### src/rtl/arb_pkg.sv
// rtl/arb_pkg.sv - shared state encoding and policy constants for the bus arbiters
package arb_pkg;

    typedef enum logic [1:0] {
        ARB_IDLE    = 2'b00,
        ARB_GRANT   = 2'b01,
        ARB_RELEASE = 2'b10
    } arb_state_e;

    localparam int ARB_FIXED = 0;
    localparam int ARB_RR    = 1;

endpackage

### src/rtl/arb_rr_pick.sv
// rtl/arb_rr_pick.sv - masked priority encoder: first request at or above ptr, else lowest overall
module arb_rr_pick
    import arb_pkg::*;
#(
    parameter int N_REQ = 4,
    parameter int ID_W  = $clog2(N_REQ)
) (
    input  logic [N_REQ-1:0] req,
    input  logic [ID_W-1:0]  ptr,
    input  logic             mode,
    output logic [ID_W-1:0]  winner,
    output logic             found
);

    logic [N_REQ-1:0] mask;
    logic [N_REQ-1:0] masked;
    logic [ID_W-1:0]  idx_masked;
    logic [ID_W-1:0]  idx_all;

    always_comb begin
        mask       = '0;
        idx_masked = '0;
        idx_all    = '0;
        // Fixed-priority mode opens the mask fully, so the first pass alone decides.
        for (int i = 0; i < N_REQ; i++) begin
            mask[i] = (mode != 1'(ARB_RR)) || (i >= int'(ptr));
        end
        masked = req & mask;
        for (int i = N_REQ - 1; i >= 0; i--) begin
            if (masked[i]) idx_masked = ID_W'(i);
            if (req[i])    idx_all    = ID_W'(i);
        end
        found  = |req;
        winner = (|masked) ? idx_masked : idx_all;
    end

endmodule

### src/rtl/bus_arbiter_rr.sv
// rtl/bus_arbiter_rr.sv - N-requester RQ/GRANT bus arbiter with release turnaround and hold watchdog
module bus_arbiter_rr
    import arb_pkg::*;
#(
    parameter int N_REQ    = 4,
    parameter int ID_W     = $clog2(N_REQ),
    parameter int RR_MODE  = 1,
    parameter int MAX_HOLD = 64,
    parameter int HOLD_W   = 8
) (
    input  logic             clk,
    input  logic             reset,
    input  logic [N_REQ-1:0] bus_rq,
    input  logic             bus_mem_ready,
    output logic [N_REQ-1:0] bus_grant,
    output logic             grant_valid,
    output logic [ID_W-1:0]  grant_id,
    output logic             hold_timeout,
    output logic             busy
);

    arb_state_e       state;
    arb_state_e       state_next;
    logic [ID_W-1:0]  ptr;
    logic [ID_W-1:0]  pick_idx;
    logic             pick_found;
    logic [ID_W-1:0]  win_idx;
    logic [N_REQ-1:0] win_onehot;
    logic [HOLD_W-1:0] hold_cnt;
    logic [HOLD_W-1:0] hold_next;
    logic             timeout_next;

    arb_rr_pick #(
        .N_REQ (N_REQ),
        .ID_W  (ID_W)
    ) u_pick (
        .req    (bus_rq),
        .ptr    (ptr),
        .mode   (RR_MODE == ARB_RR),
        .winner (pick_idx),
        .found  (pick_found)
    );

    always_comb begin
        state_next   = state;
        hold_next    = '0;
        timeout_next = 1'b0;

        case (state)
            ARB_IDLE:    if (pick_found && !bus_mem_ready) state_next = ARB_GRANT;
            ARB_GRANT:   if (!bus_rq[grant_id])            state_next = ARB_RELEASE;
            ARB_RELEASE: state_next = ARB_IDLE;
            default:     state_next = ARB_IDLE;
        endcase

        win_idx    = (state == ARB_IDLE) ? pick_idx : grant_id;
        win_onehot = N_REQ'(1) << win_idx;

        // Counter holds the number of grant cycles including the one about to start.
        if (state_next == ARB_GRANT) begin
            hold_next = (&hold_cnt) ? hold_cnt : hold_cnt + 1'b1;
        end

        timeout_next = (MAX_HOLD != 0) && (state_next == ARB_GRANT) &&
                       (hold_next == HOLD_W'(MAX_HOLD)) && (hold_cnt != HOLD_W'(MAX_HOLD)) &&
                       (|(bus_rq & ~win_onehot));
    end

    always_ff @(posedge clk or negedge reset) begin
        if (!reset) begin
            state        <= ARB_IDLE;
            bus_grant    <= '0;
            grant_valid  <= 1'b0;
            grant_id     <= '0;
            hold_timeout <= 1'b0;
            busy         <= 1'b0;
            ptr          <= '0;
            hold_cnt     <= '0;
        end else begin
            state        <= state_next;
            hold_cnt     <= hold_next;
            hold_timeout <= timeout_next;
            busy         <= (state_next != ARB_IDLE);
            grant_valid  <= (state_next == ARB_GRANT);
            bus_grant    <= (state_next == ARB_GRANT) ? win_onehot : '0;
            if (state == ARB_IDLE && state_next == ARB_GRANT) begin
                grant_id <= pick_idx;
                if (RR_MODE == ARB_RR) begin
                    ptr <= (pick_idx == ID_W'(N_REQ - 1)) ? '0 : pick_idx + 1'b1;
                end
            end
        end
    end

endmodule

### config.mk
export PLATFORM = sky130hd
export DESIGN_NAME = bus_arbiter_rr
export DESIGN_NICKNAME = d
export VERILOG_FILES = /design/src/rtl/arb_pkg.sv /design/src/rtl/arb_rr_pick.sv /design/src/rtl/bus_arbiter_rr.sv
export SDC_FILE = /design/constraint.sdc
export NUM_CORES = 1
export LEC_CHECK = 0
export CAP_MARGIN = 25
export CORE_MARGIN = 2
export CORE_UTILIZATION = 50
export DETAILED_ROUTE_END_ITERATION = 12
export PLACE_DENSITY_LB_ADDON = 0.3
export SYNTH_ARGS = -nofsm -noshare
export SYNTH_HDL_FRONTEND = slang
export SYNTH_SLANG_ARGS = --single-unit
### constraint.sdc
create_clock -name clk -period 2.2 [get_ports clk]
set_clock_uncertainty 0.15 [all_clocks]
set_input_delay 0.33 -clock clk [delete_from_list [all_inputs] [get_ports clk]]
set_output_delay 0.33 -clock clk [all_outputs]
set_load 0.05 [all_outputs]
After elaboration in Yosys (flattened, before gate mapping)
Index checks and enable logic that the tools add are counted.
{ "totals": {"regBits": 21, "out_inout_bits": 9, "mem_count": 0, "latchBits": 0, "ram_bits": 0, "input_bits": 7, "mem_bits_ro": 0, "elab_cells": 54} }
{ "op_classes": {"add_sub_neg": 2, "n_mux": 19, "div_mod_pow": 0, "bitwise_logic": 3, "n_eq_ne": 5, "shifts": 1, "magnitude_cmp": 4, "n_reduce_logical": 12, "multipliers": 0} }
{ "op_table": {"columns": ["cell", "n"], "rows": [
  ["2-bit 2-to-1 mux", 13],
  ["8-bit 2-to-1 mux", 2],
  ["4-bit OR reduction", 3],
  ["8-bit by 1-bit adder with 8-bit output, second input constant", 1],
  ["4-bit AND", 2],
  ["8-bit by 7-bit equality test with 1-bit output, second input constant", 1],
  ["8-bit by 7-bit != test with 1-bit output, second input constant", 1],
  ["8-bit AND reduction", 1],
  ["1-bit logical AND", 5],
  ["2-bit by 1-bit equality test with 1-bit output, second input constant", 2],
  ["1-bit by 2-bit greater-or-equal comparator with 1-bit output, first input constant", 2],
  ["4-bit 2-to-1 mux", 1],
  ["4-bit inverter", 1],
  ["2-bit case mux with 2 select lines", 1],
  ["1-bit by 2-bit left shift with 4-bit output, first input constant", 1],
  ["2-bit by 3-bit less-than comparator with 1-bit output, second input constant", 1],
  ["2-bit by 1-bit adder with 2-bit output, second input constant", 1],
  ["1-bit binary-select mux with 2-bit select", 1],
  ["2-bit equality test, second input constant", 1],
  ["2-bit greater-or-equal comparator, first input constant", 1],
  ["2-bit zero test", 1],
  ["2-bit nonzero test", 1],
  ["1-bit zero test", 1],
  ["1-bit 2-to-1 mux", 1]
]} }

Longest topological paths before layout
Gate-level depths: netlist (run 1).
{ "depth": {"word_depth": 13, "depth_mapped": 7, "mapped_depth_nobuf": 6} }

Hierarchy
From an unflattened synthesis (run 1), not the netlist that was laid out.
{ "hier_totals": {"cells_unflattened": 121, "hier_area_um2": 1189.9} }
{ "modules_own_cells": {"columns": ["mod", "area_each_um2", "seq_area_each_um2", "n_inst", "cells_each"], "rows": [
  ["bus_arbiter_rr", 1113.6, 525.5, 1, 109],
  ["arb_rr_pick", 76.3, 0.0, 1, 12]
]} }

Worst setup path before layout (run 1)
No wires, ideal clock.
{ "synth_path": {"path_type": "register -> register", "start": "reg grant_id[1]", "end": "reg hold_timeout", "path_slack_ps": 184, "path_stages_with_launch": 5, "required_time_ps": 1903, "period_less_slack_ps": 2016, "setup_ps": 147, "n_path_buf": 0, "arrival_time_ps": 1719, "cell_sequence": "dfrtp_1 -> mux4_2 -> a21oi_4 -> a211o_1 -> a2111oi_2"} }
{ "synth_between": {"elab_chain_len": 10, "word_cells_on_any_way": 15, "classes_between": "eq/ne: 2; shift: 1; mux: 6; bitwise: 2; reduce/logical: 4"} }
{ "synth_lines": {"columns": ["element", "line_no", "rtl"], "rows": [
  ["start, declared", "bus_arbiter_rr.sv:17", "output logic [ID_W-1:0] grant_id,"],
  ["start signal, assigned", "bus_arbiter_rr.sv:87", "grant_id <= pick_idx;"],
  ["1-bit binary-select mux with 2-bit select", "bus_arbiter_rr.sv:51", "ARB_GRANT: if (!bus_rq[grant_id]) state_next = ARB_RELEASE;"],
  ["1-bit 2-to-1 mux (not written as such)", "bus_arbiter_rr.sv:51", null],
  ["2-bit 2-to-1 mux", "bus_arbiter_rr.sv:51", null],
  ["2-bit case mux with 2 select lines", "bus_arbiter_rr.sv:49", "case (state)"],
  ["2-bit by 1-bit equality test with 1-bit output", "bus_arbiter_rr.sv:60, bus_arbiter_rr.sv:64", null],
  ["8-bit 2-to-1 mux", "bus_arbiter_rr.sv:60", "if (state_next == ARB_GRANT) begin"],
  ["8-bit by 7-bit equality test with 1-bit output", "bus_arbiter_rr.sv:65", "(hold_next == HOLD_W'(MAX_HOLD)) && (hold_cnt != HOLD_W'(MAX_HOLD)) &&"],
  ["1-bit logical AND", "bus_arbiter_rr.sv:64", "timeout_next = (MAX_HOLD != 0) && (state_next == ARB_GRANT) &&"],
  ["1-bit logical AND", "bus_arbiter_rr.sv:65", null],
  ["1-bit logical AND (*)", "bus_arbiter_rr.sv:65", null],
  ["net timeout_next", "bus_arbiter_rr.sv:31", "logic timeout_next;"],
  ["end signal, assigned", "bus_arbiter_rr.sv:82", "hold_timeout <= timeout_next;"],
  ["end, declared", "bus_arbiter_rr.sv:18", "output logic hold_timeout,"]
]} }
The timed path passes the listed nets; every way through them passes the cells marked *. The select of a mux whose other input is x is not followed.
A chain may end at the register's enable or synchronous reset.

Worst setup path after layout (run 1)
{ "layout_path": {"start": "reg grant_id[0]", "end": "out grant_id[0]"} }
No word-level cell between the ends.

==> summary.md, run 1 <==
| Metric | Value |
|---|---|
| Outcome | finished, final reports clean |
| Number of synthesized flops with an enable pin | 0 |
| Pwr/cell area | ~1300 nW/um^2 |
| Die area | approximately 2900 sq um |
| Core area | between 2000 and 2500 sq um |
| CP max-delay cell | clkdlybuf4s50_1 |
| Leak pwr | around 0.7 nW |
| Syn_nets | roughly 140 |
| Ant. Diodes | 0 |
| Post-DP HPWL | 1889 um |
| Mux cell area share after synthesis | 5.403% |
| Filler cells | 180 |
| Crit start category | flop |
| Post-synthesis adder-cell area fraction | just over 2% |
| Initial core utilization | ~54% |
| Num CTS Buffers | 3 |
| Post-route insts no fill | about 190 |
| Drt pass-1 iters | 4 |
| Ports | 16 |
| CTS H-tree lvls | 1 |
| Highest Clock Rate | 480.7 MHz |
| Mean post-synth cell area | 9.160 sq um |
| Gr ovfl total | 0 |
| Simple-gate share of the synthesized area | about a fifth |
| Final setup violation count | 0 |
| Final Critical Period | around 2.1 ns |
| Setup slack, reg-to-reg | between 0.15 and 0.2 ns |
| Multi-input logic area | roughly 640 sq um |
| Max stage delay on crit path | about 0.84 ns |
| YS warnings | 0 |
| Top delay family on crit path | buffers and inverters |
| Worst R2R Path Depth | 6 |
| Sequential standard cell area | around 530 sq um |
| Crit share post-route | ~95% |
| Iter 0 DRT Violations | 15 |
| Crit. path cell count | 1 |
| Worst EP required | 1.72 ns |
| Unique masters post-synth | 43 |
| Synth Register Bits | 21 |
| Crit-path max FO | 6 |
| First-pass GRT wire length | 4360 um |
| Mapped Cells | around 130 |
| Worst-path clk slew | between 0.1 and 0.15 ns |
| # rows | 17 |
| DR vias | between 1k and 1.5k |
| Vias in the first global route | between 1k and 1.5k |
| FF-to-FF End | hold_timeout |
| Final Max Slew Viols | 0 |
| Arrival time at the worst endpoint | approximately 1.6 ns |
| Clk_lat worst skew | approximately 0.3 ns |
| Compound-cell area share of the yosys netlist | about 20% |
| Largest family of logic cells by synthesized area | simple AND/OR/NAND/NOR gates |
| Synth async-reset ratio | 100.0% |
| Maximum VDD drop | slightly above 1 mV |
| Top FF cell, synth | dfrtp_1 |
| Die height | 53.55 um |
| Most frequent cells in the layout | nor2_1 (21), dfrtp_1 (20), clkdlybuf4s50_1 (14) |
| Slew @ Worst Pin | roughly 0.50 ns |
| Pre-CTS WS | -0.1837 ns |
| Share of cells above drive strength 1 | 19.88% |
| Most common cell after layout, fill and taps aside | nor2_1 |
| Post-Synth XOR/XNOR Area | under 10% |
| Critical path cell sequence | clkdlybuf4s50_1 |
| Syn Std Cell Area | between 1000 and 1500 sq um |
| Sequential-to-total area share from yosys stat | 42.81% |
| Sink Count | 21 |
| Setup slack after layout | between 0.1 and 0.15 ns |
| Total Routing Usage GR | a little over a fifth |
| Layout area overhead | 25.99% |
| I/O Buffers | 15 |
| Worst Setup Path Type | reg2out |
| CTS Buffer Depth | 2 |
| Hold Crit Class | in2async |
| Cells after DPL | roughly 190 |
| Antenna Nets Post-Route | 0 |
| CTS tree | yes |
| Clock Tree Root | clkbuf_4 |
| Reg2reg start | hold_cnt[1] |
| WL per Instance | 13.42 um |
| Net count, final | about 170 |
| Crit. End Element | primary output |
| Die extent in x | between 50 and 60 um |
| WL final | roughly 2500 um |
| Max-cap viol count | 0 |
| Gpl congestion | about 0.85 |
| Hold Fails Final Rpt | 0 |
| Slew headroom | 66.29% |
| Largest net degree at the start of global routing | 22 |
| Vias per cell | roughly 5.4 |
| Initial antenna violation count | 0 |
| Remaining DRCs | 0 |
| Crit path buf inv count | 1 |
[through the flow]
stage / cell area, sq um / utilization [%] / setup TNS, ns / hold WS (ns) / total power [mW]
detailed placement: 1508 / 66.25 / -0.3330 / 0.2798 / 1.802
CTS: 1535 / 67.45 / 0 / 0.2067 / 1.990
global placement: 1508 / 66.25 / -0.1541 / 0.2709 / 1.784
finish: 1546 / 67.95 / 0 / 0.2086 / 1.985
floorplan: 1227 / - / 0 / -0.1156 / 1.363
global route: 1546 / 67.95 / -0.009183 / 0.2152 / 2.129
[repair_timing]
action                                  in CTS  in global routing
hold buffers                                 0                  0
endpoints found under the setup margin       0                  1
hold endpoints to repair                     0                  0
setup buffers                                0                  0
resized for setup                            0                  3
[cell usage after synthesis, drive strengths merged (2+ instances only)]
library cell,count,share of area [%]
a2111oi,2,1.9
a211oi,4,3.5
a21oi,11,5.4
and3,2,1.0
buf,5,2.5
dfrtp,21,43
ha,2,2.0
inv,10,3.1
mux2,3,2.8
nand2,10,3.1
nand3,3,1.2
nor2,21,6.4
nor2b,4,2.0
nor3,3,1.2
o21ai,7,2.9
or2,3,1.5
or3,2,1.0
xnor2,2,1.4
xor2,2,1.4
[flip-flops by register name, indices dropped and copies added, names as in the netlist]
signal / count
hold_timeout: 1
busy: 1
hold_cnt: 8
state: 2
grant_id: 2
ptr: 2
grant_valid: 1
bus_grant: 4
[logic make-up (layout without fill, tap and decap cells)]
logic type	after synthesis	in the layout
simple gates	53	53
compound gates	33	33
flops	21	21
buf+inv	16	43
mux	5	5
xor+xnor	4	4
fa+ha+maj	2	2
[layer usage]
| metal | global-route usage (%) | wire length [um] | vias to the layer above |
|---|---|---|---|
| li1 | - | - | 519 |
| met3 | 2.778 | 80 | 4 |
| met2 | 38.68 | 1316 | 16 |
| met1 | 25.00 | 1119 | 491 |
| met5 | 0 | 0 | - |
| met4 | 6.410 | 20 | 0 |
[report_power, final]
group / internal [mW] / switching (mW)
logic: 0.546 / 0.645
registers: 0.507 / 0.107
clock network: 0.0677 / 0.113
total: 1.12 / 0.864
[final cells by class]
cell class / instances / share of cell area (%)
Tap cell: 28 / 2.265
Clock inverter: 1 / 0.3236
Clock buffer: 3 / 1.456
Multi-Input combinational cell: 97 / 41.18
Inverter: 10 / 2.427
Timing Repair Buffer: 29 / 18.28
Sequential cell: 21 / 34.06
[worst max path at each step]
stage                      from            to  slack (ns)
CTS                 grant_id[0]   grant_id[0]        0.11
global placement      bus_rq[0]  hold_timeout       -0.11
detailed placement    bus_rq[0]  hold_timeout       -0.18
floorplan           grant_id[1]  hold_timeout        0.18
finish              grant_id[0]   grant_id[0]        0.12
global route          bus_rq[2]  hold_timeout      -0.009
(Power assumes the default switching activity.)
==> run 2: changes to the inputs <==
Settings changed: CTS_CLUSTER_SIZE set to 14.
==> results of run 2 <==
No change in the layout: final DEF, timing and power equal those of run 1.
==> run 3: changes to the inputs <==
Clock period 2.2 ns to 2.4 ns, I/O delays scaled along.
==> run 3 against run 2 <==
Power is 16% lower; cell count is 4.2% lower; register-to-register slack better by 0.21 ns; design area is 6.2% lower; clock-buffer cell count stayed put; wire length is 2.6% lower; sequential cell count stayed put; die area stayed put; first-iteration DRC count is 67% higher; global-route usage is 1.0 points lower; largest power group unchanged; highest routed layer unchanged.
==> summary.md, run 3 (synthesis gave the netlist of run 1 again) <==
| Metric | Value |
|---|---|
| Core area | 2276 sq um (unchanged) |
| Clock Tree Root | clkbuf_4 |
| Slew @ Worst Pin | 0.5057 ns (+0.001688 ns) |
| Vias in the first global route | 982 (-2.1%) |
| Sw Ratio | 45.97% (+2.4 points) |
| Hold Crit Class | in2async |
| Placed cell areas | 1423 sq um (-5.6%) |
| Iter 0 DRT Violations | 25 (+10) |
| Highest Clock Rate | about 470 MHz |
| Layout area overhead | 18.14% |
| Final setup violation count | 0 (unchanged) |
| Register name with the most flops | hold_cnt |
| Max stage delay on crit path | 0.84 ns (about the same) |
| Arrival time at the worst endpoint | 1.61 ns (about the same) |
| WL per Instance | 13.65 um (+1.7%) |
| CTS tree | yes |
| Outcome | finished, final reports clean |
| Post-Route Utilization | 63.72% (-4.2 points) |
| Ports | 16 (unchanged) |
| Cells after DPL | 177 (-4.3%) |
| Share of cells above drive strength 1 | 14.38% (-5.5 points) |
| Comb pwr share | 56.4% (-3.6 points) |
| Max-cap viol count | 0 (unchanged) |
| CP max-delay cell | clkdlybuf4s50_1 |
| DR vias | 1,005 (-2.4%) |
| # rows | 17 (unchanged) |
| Maximum VDD drop | 0.8714 mV (-14%) |
| Most frequent cells in the layout | nor2_1 (21), dfrtp_1 (21), clkdlybuf4s50_1 (15) |
| Clock power share | 9.8% (+0.7 points) |
| Crit share post-route | 88.16% |
| Number of flip-flops in the largest register | 8 (unchanged) |
| Filler cells | 210 (+17%) |
| Regs by FF count | hold_cnt: 8 flops, bus_grant: 4 flops |
| Post-CTS Setup Bufs | 0 (unchanged) |
| WL final | 2470 um (-2.6%) |
| Final Critical Period | between 2 and 2.5 ns |
| Ant. Diodes | 0 (unchanged) |
| Top delay family on crit path | buffers and inverters |
| First-pass GRT wire length | 4077 um (-6.5%) |
| Int Power | 0.8991 mW (-20%) |
| Crit start category | flop |
| Sink Count | 21 (unchanged) |
| Final Max Slew Viols | 0 (unchanged) |
| Vias per cell | 5.552 (+1.9%) |
| Total Power | 1.664 mW (-16%) |
| Crit path buf inv count | 1 (unchanged) |
| CTS H-tree lvls | 1 (unchanged) |
| Worst EP required | 1.89 ns (+0.17 ns) |
| Gpl congestion | 0.8379 (-1.3%) |
| Post-route insts no fill | 181 (-4.2%) |
| Critical path cell sequence | clkdlybuf4s50_1 |
| Largest net degree at the start of global routing | 22 (unchanged) |
| Initial core utilization | 53.93% (unchanged) |
| RSZ-0062 raised after global routing | false |
| Reg power frac | 33.7% (+2.8 points) |
| Psw | 0.7648 mW (-12%) |
| CTS Hold Bufs | 0 (unchanged) |
| Drt pass-1 iters | 4 (unchanged) |
| Leak pwr | 0.6394 nW (-8.4%) |
| CTS resizes | 0 (unchanged) |
| Die height | 53.55 um (unchanged) |
| Pre-CTS WS | 0.005890 ns (+0.1896 ns) |
| Crit-path max FO | 5 (-1) |
| Die extent in x | 53.55 um (unchanged) |
| Slew headroom | 66.18% (-0.11 points) |
| Setup TNS | 0 ns (unchanged) |
| Antenna Nets Post-Route | 0 (unchanged) |
| Pwr/cell area | 1147 nW/um^2 (-11%) |
| Setup slack after layout | 0.2841 ns (+0.1646 ns) |
| I/O Buffers | 15 (unchanged) |
| Crit. End Element | primary output |
| Worst-path clk slew | 0.11 ns (about the same) |
| Hold Fails Final Rpt | 0 (unchanged) |
| Num CTS Buffers | 3 (unchanged) |
| Total Routing Usage GR | 19.86% (-1.0 points) |
| Gr ovfl total | 0 (unchanged) |
| Post-DP HPWL | 1873 um (-0.81%) |
| Final Cell Area | 1450 sq um (-6.2%) |
| Clk_lat worst skew | 0.30 ns (about the same) |
| Hold slack | 0.2328 ns (+0.02420 ns) |
| Worst Setup Path Type | reg2out |
| Remaining DRCs | 0 (unchanged) |
| Die area | 2867 sq um (unchanged) |
| Net count, final | 163 (-4.7%) |
| CTS Buffer Depth | 2 (unchanged) |
| Initial antenna violation count | 0 (unchanged) |
[run 3: changes by cell type in the layout (fill, tap and decap cells not counted)]
cell / before / now
buf_4: 12 / 6
buf_12: 2 / 0
clkdlybuf4s50_1: 14 / 15
dfrtp_1: 20 / 21
dfrtp_2: 1 / 0
dlymetal6s2s_1: 1 / 0
o32ai_1: 0 / 1
o32ai_2: 1 / 0
[run 3: worst register-to-register path: stages, from the launching register on]
cell       delay [ns]
dfrtp_1          0.50
mux2i_1          0.22
o32ai_1          0.14
o31a_2           0.36
o2111a_1         0.24
a2111oi_2        0.31
[run 3: layout make-up]
type                       count  area (sq um)  area share (%)
multi-input combinational     97         629.4           43.40
clock inverter                 1         5.005          0.3451
sequential                    21         525.5           36.24
inverter                      10         37.54           2.588
tap                           28         35.03           2.416
timing repair buffer          21         195.2           13.46
clock buffer                   3         22.52           1.553
[run 3: worst paths after layout]
| kind | from | endpoint | slack, ns | depth (start not counted) |
|---|---|---|---|---|
| min in group clk | state[1] | busy | 0.29 | 1 |
| hold / removal | reset | hold_cnt[0] | 0.23 | 2 |
| setup / recovery | grant_id[1] | grant_id[1] | 0.28 | 1 |
| setup reg to reg | ptr[1] | hold_timeout | 0.38 | 5 |
| hold reg to reg | state[1] | busy | 0.29 | 1 |
| max in group asynchronous | reset | hold_timeout | 1.66 | 2 |
[run 3: per-layer routing]
layer  routed length [um]  part of all wire [%]  track usage [%]  vias up
met2                 1253                    51            36.01       17
li1                     -                     -                -      502
met1                 1092                    44            22.38      480
met4                   51                   2.1            10.68        0
met3                   73                   3.0            2.778        6
met5                    0                     0                0        -
[run 3: power groups by stage]
stage / clock network (mW) / registers, mW / logic, mW
floorplan: 0 / 0.761 / 0.488
global placement: 0 / 0.560 / 0.926
detailed placement: 0 / 0.571 / 0.940
CTS: 0.171 / 0.562 / 0.946
global route: 0.182 / 0.576 / 1.02
finish: 0.163 / 0.561 / 0.939
